==> src/rtl/piso_serializer_8bit_if.sv <==
// Handshake and serial-line bundle for the parallel-in/serial-out transmitter.
// The master side offers words and bit strobes, and the slave side is the serializer.
interface piso_serializer_8bit_if #(
    parameter int unsigned WIDTH = 8
);
    logic             in_valid;
    logic             in_ready;
    logic [WIDTH-1:0] data_in;
    logic             bit_en;
    logic             ser_out;
    logic             ser_active;
    logic             frame_done;

    modport master (
        output in_valid, data_in, bit_en,
        input  in_ready, ser_out, ser_active, frame_done
    );

    modport slave (
        input  in_valid, data_in, bit_en,
        output in_ready, ser_out, ser_active, frame_done
    );
endinterface

==> src/rtl/piso_serializer_8bit.sv <==
// Drains one accepted WIDTH-bit word onto a registered serial line, one bit per bit_en strobe.
// The shift direction is fixed by LSB_FIRST. The line idles high.
module piso_serializer_8bit #(
    parameter int unsigned WIDTH     = 8,
    parameter bit          LSB_FIRST = 1'b0
) (
    input  logic                  clk,
    input  logic                  async_rst,
    piso_serializer_8bit_if.slave bus
);
    localparam int unsigned    CW   = $clog2(WIDTH);
    localparam logic [CW-1:0]  LAST = CW'(WIDTH - 1);

    typedef enum logic {IDLE, SHIFT} state_t;

    state_t           r_state;
    logic [WIDTH-1:0] r_shreg;
    logic [CW-1:0]    r_cnt;
    logic             r_ser;
    logic             r_active;
    logic             r_done;

    logic [WIDTH-1:0] w_shifted;
    logic             w_first_bit;
    logic             w_next_bit;

    // The outgoing bit always sits at the leading end of the register,
    // so the next bit is read from the word after the shift.
    always_comb begin
        w_shifted   = LSB_FIRST ? {1'b0, r_shreg[WIDTH-1:1]} : {r_shreg[WIDTH-2:0], 1'b0};
        w_first_bit = LSB_FIRST ? bus.data_in[0] : bus.data_in[WIDTH-1];
        w_next_bit  = LSB_FIRST ? w_shifted[0] : w_shifted[WIDTH-1];
    end

    always_ff @(posedge clk or negedge async_rst) begin
        if (!async_rst) begin
            r_state  <= IDLE;
            r_shreg  <= '0;
            r_cnt    <= '0;
            r_ser    <= 1'b1;
            r_active <= 1'b0;
            r_done   <= 1'b0;
        end else begin
            r_done <= 1'b0;
            case (r_state)
                IDLE: begin
                    if (bus.in_valid) begin
                        r_shreg  <= bus.data_in;
                        r_cnt    <= '0;
                        r_ser    <= w_first_bit;
                        r_active <= 1'b1;
                        r_state  <= SHIFT;
                    end
                end
                SHIFT: begin
                    if (bus.bit_en) begin
                        if (r_cnt == LAST) begin
                            r_state  <= IDLE;
                            r_ser    <= 1'b1;
                            r_active <= 1'b0;
                            r_done   <= 1'b1;
                        end else begin
                            r_shreg <= w_shifted;
                            r_ser   <= w_next_bit;
                            r_cnt   <= r_cnt + CW'(1);
                        end
                    end
                end
                default: r_state <= IDLE;
            endcase
        end
    end

    // in_ready follows the state register directly, so it is high throughout reset.
    assign bus.in_ready   = (r_state == IDLE);
    assign bus.ser_out    = r_ser;
    assign bus.ser_active = r_active;
    assign bus.frame_done = r_done;
endmodule

==> src/flat_wrapper.sv <==
// flat-port wrapper written by rule: the top's interface ports become plain ports
module piso_serializer_8bit_flat 
#(
    parameter int unsigned WIDTH     = 8,
    parameter bit          LSB_FIRST = 1'b0
)
  (clk, async_rst, bus_in_valid, bus_data_in, bus_bit_en, bus_in_ready, bus_ser_out, bus_ser_active, bus_frame_done);
  piso_serializer_8bit_if #(.WIDTH(WIDTH)) bus_i ();
  input  logic clk;
  input  logic async_rst;
  input wire logic [$bits(bus_i.in_valid)-1:0] bus_in_valid;
  input wire logic [$bits(bus_i.data_in)-1:0] bus_data_in;
  input wire logic [$bits(bus_i.bit_en)-1:0] bus_bit_en;
  output wire logic [$bits(bus_i.in_ready)-1:0] bus_in_ready;
  output wire logic [$bits(bus_i.ser_out)-1:0] bus_ser_out;
  output wire logic [$bits(bus_i.ser_active)-1:0] bus_ser_active;
  output wire logic [$bits(bus_i.frame_done)-1:0] bus_frame_done;
  assign bus_i.in_valid = bus_in_valid;
  assign bus_i.data_in = bus_data_in;
  assign bus_i.bit_en = bus_bit_en;
  assign bus_in_ready = bus_i.in_ready;
  assign bus_ser_out = bus_i.ser_out;
  assign bus_ser_active = bus_i.ser_active;
  assign bus_frame_done = bus_i.frame_done;
  piso_serializer_8bit #(.WIDTH(WIDTH), .LSB_FIRST(LSB_FIRST)) u_core (.clk(clk), .async_rst(async_rst), .bus(bus_i));
endmodule
==> config.mk <==
export PLATFORM = sky130hd
export DESIGN_NAME = piso_serializer_8bit_flat
export DESIGN_NICKNAME = d
export VERILOG_FILES = /design/src/rtl/piso_serializer_8bit_if.sv /design/src/rtl/piso_serializer_8bit.sv /design/src/flat_wrapper.sv
export SDC_FILE = /design/constraint.sdc
export NUM_CORES = 1
export LEC_CHECK = 0
export BUFFER_PORTS_ARGS = -buffer_cell sky130_fd_sc_hd__buf_2
export CORE_MARGIN = 2
export CORE_UTILIZATION = 55
export CTS_CLUSTER_SIZE = 16
export DETAILED_ROUTE_END_ITERATION = 8
export PLACE_DENSITY = 0.85
export REMOVE_ABC_BUFFERS = 1
export SLEW_MARGIN = 15
export SYNTH_ARGS = -nofsm -noshare
export SYNTH_HDL_FRONTEND = slang
export SYNTH_SLANG_ARGS = --single-unit
==> constraint.sdc <==
create_clock -name clk -period 4.1 [get_ports clk]
set_clock_uncertainty 0.15 [all_clocks]
set_input_delay 0.205 -clock clk [delete_from_list [all_inputs] [get_ports clk]]
set_output_delay 0.205 -clock clk [all_outputs]
set_load 0.05 [all_outputs]
==> results_dict.tcl <==
set metrics [dict create \
    drive_above_1_share_pct 23.81 \
    overflow 0 \
    ioPinCount 16 \
    die_h_um 41.59 \
    endpoint_kind "flip-flop" \
    grtUsageTotal_pct 19.76 \
    firstDrtPassIters 4 \
    route.vias.total 580 \
    cts-resized-gates 0 \
    ys_seq_elements 14 \
    critPathRequiredTime_ps 4120 \
    clock_latency_ps 270 \
    min_path_cells 3 \
    wl_per_cell_um 16.04 \
    cp.arrival_ps 1870 \
    coreArea_um2 1318 \
    rows 13 \
    n_antenna_cell 0 \
    ys_async_sr_fraction_pct 100.0 \
    antenna_found_initial 0 \
    area_growth_pct 12.24 \
    status "completed" \
    place_congestion 0.7347 \
    cts_made_buffers 3 \
    fill_cells 105 \
    report.final.slew_viol_count 0 \
    grt_pass1_wl_um 2628 \
    worst-setup-path-type "reg2reg" \
    initial_core_util_pct 58.97 \
    synth.most_common_cell "dfrtp_1" \
    syn_avg_cell_area_um2 11.10 \
    synth_top_area_share_pct 41.87 \
    period_share_pct 44.97 \
    hpwl_um 1019 \
    finalSetupViolations 0 \
    hold_buffers 1 \
    clock-sinks 14 \
    syn_inst 70 \
    port_buffers 15 \
    grt_pass1_vias 546 \
    slew_headroom_pct 53.16 \
    grt_max_degree 26 \
    p_leak_nw 0.4380 \
    cts_max_level 1 \
    drc_errors 0 \
    dieWidth_um 41.59 \
    fin_hold_ws_ps 90.11 \
    clkTransAtPathRegs_ps 90 \
    yosys_warnings 0 \
    max_freq_mhz 542.4 \
    cts_tree "done" \
    nets 100 \
    critical-path-max-stage-delay_ps 430 \
    synth_edf_count 0 \
    ant_nets 0 \
    viasPerCell 5.859 \
    hold_viol_final 0 \
    cp_cell_sequence "ha_1, ha_1, nand3b_4, a311oi_1" \
    path_max_fanout 12 \
    dieArea_um2 1729 \
    seq_area_frac_synth_pct 45.25 \
    synth_area_um2 777.0 \
    drt_iter0_drc 13 \
    startpoint_type "flip-flop" \
    post_cts_buffers 0 \
    cts_buffer_depth 2 \
    drv_cap 0 \
    wirelength_um 1588 \
    p_per_area_nw_per_um2 598.6 \
    hold_class "in2reg" \
    cpMostUsedCell "ha_1" \
    final.min_clock_period_ps 1844 \
    synth_cell_types 25 \
    synth.largest_area_cell "dfrtp_1" \
    synth.area.top_cells "dfrtp_1 (42%), nor4bb_1 (7.7%), nor3b_1 (6.8%)" \
    synth.top_cells.by_count "dfrtp_1 (13), inv_1 (8), nor3b_1 (7)" \
    ir_worst_vdd_mv 0.3316 \
    cts_root_buffer "clkbuf_4" \
    reg2reg_depth 4 \
    tns_ps 0 \
    rsz0062_at_grt "false" \
    synthFlopType "dfrtp_1" \
    worst_pin_slew_ps 702.6 \
    cp_slowest_cell "dfrtp_1" \
]
-- flip-flops by register name, summed over array words and instances, names as in the netlist --
| signal | count |
|---|---|
| u_core.r_shreg | 7 |
| u_core.bus.frame_done | 1 |
| u_core.r_cnt | 3 |
| u_core.bus.ser_active | 1 |
| u_core.bus.ser_out | 1 |
| u_core.r_state | 1 |
-- where the power goes --
| group | switching (mW) | leakage, nW | internal [mW] | total, mW |
|---|---|---|---|---|
| Combinational | 0.113 | 0.261 | 0.0863 | 0.199 |
| Clock | 0.0440 | 0.0150 | 0.0376 | 0.0816 |
| Sequential | 0.0459 | 0.162 | 0.195 | 0.241 |
| Total | 0.203 | 0.438 | 0.319 | 0.522 |
-- layer usage --
metal	track usage (%)	part of all wire, %	routed length (um)	vias to the layer above
met4	5.806	0.94	15	0
met2	31.56	49	775	9
li1	-	-	-	287
met1	27.93	47	754	282
met3	2.609	2.7	43	2
met5	0	0	0	-
-- layout make-up --
type                            instances  area (um^2)  share of cell area (%)
Timing Repair Buffer                   16        85.08                   9.756
Sequential cell                        14        351.6                   40.32
Tap cell                               15        18.77                   2.152
Inverter                                8        30.03                   3.443
Clock buffer                            4        26.28                   3.013
Multi-Input combinational cell         42        360.3                   41.32
-- final timing paths --
path / from / to / slack, ps
hold / removal: bus_data_in[7] / u_core.bus.ser_out / 90
min in group asynchronous: async_rst / u_core.r_shreg[0] / 200
max in group asynchronous: async_rst / u_core.bus.ser_out / 3310
hold reg to reg: u_core.r_shreg[0] / u_core.r_shreg[0] / 360
setup reg to reg: u_core.r_cnt[0] / u_core.r_shreg[1] / 2260
setup / recovery: u_core.r_cnt[0] / u_core.r_shreg[1] / 2260
-- stage by stage --
stage | worst slack [ps] | total power, mW | utilization [%] | area (um^2) | cells
floorplan | 2438 | 0.3833 | - | 742.0 | 64
global placement | 2365 | 0.4256 | 63.44 | 835.8 | 94
detailed placement | 2274 | 0.4407 | 63.44 | 835.8 | 94
CTS | 2257 | 0.5213 | 66.19 | 872.1 | 99
global route | 2107 | 0.5570 | 66.19 | 872.1 | 99
finish | 2256 | 0.5220 | 66.19 | 872.1 | 99
-- logic make-up (layout without fill, tap and decap cells) --
group                      count (synthesis)  in the layout  synth area share [%]
muxes                                      1              1                 1.288
DFF                                       14             14                 45.25
and+or+nand+nor                           25             25                 26.89
buffers and inverters                     14             28                 8.373
AOI/OAI and AO/OA                         13             13                 13.37
adders and majority gates                  3              3                 4.831
-- critical path: cells and delay by family, from the launching register on --
| family | cells | cell delay [ps] |
|---|---|---|
| compound gates | 1 | 320 |
| flops | 1 | 430 |
| fa+ha+maj | 2 | 570 |
| simple gates | 1 | 270 |
-- cell usage in the layout (no fill, tap or decap), drive strengths merged --
cell type,instances
o221ai,1
or4bb,1
and4b,2
nand3b,1
o21ai,2
ha,3
a311oi,6
a31o,3
o22ai,1
inv,8
nor2b,1
dlygate4sd3,1
clkbuf,4
dfstp,1
mux2i,1
buf,15
nand2b,2
nor2,2
nand2,1
and3b,1
nor3b,7
dfrtp,13
nor4bb,6
and3,1
No activity file was read; power rests on OpenSTA's default activity.
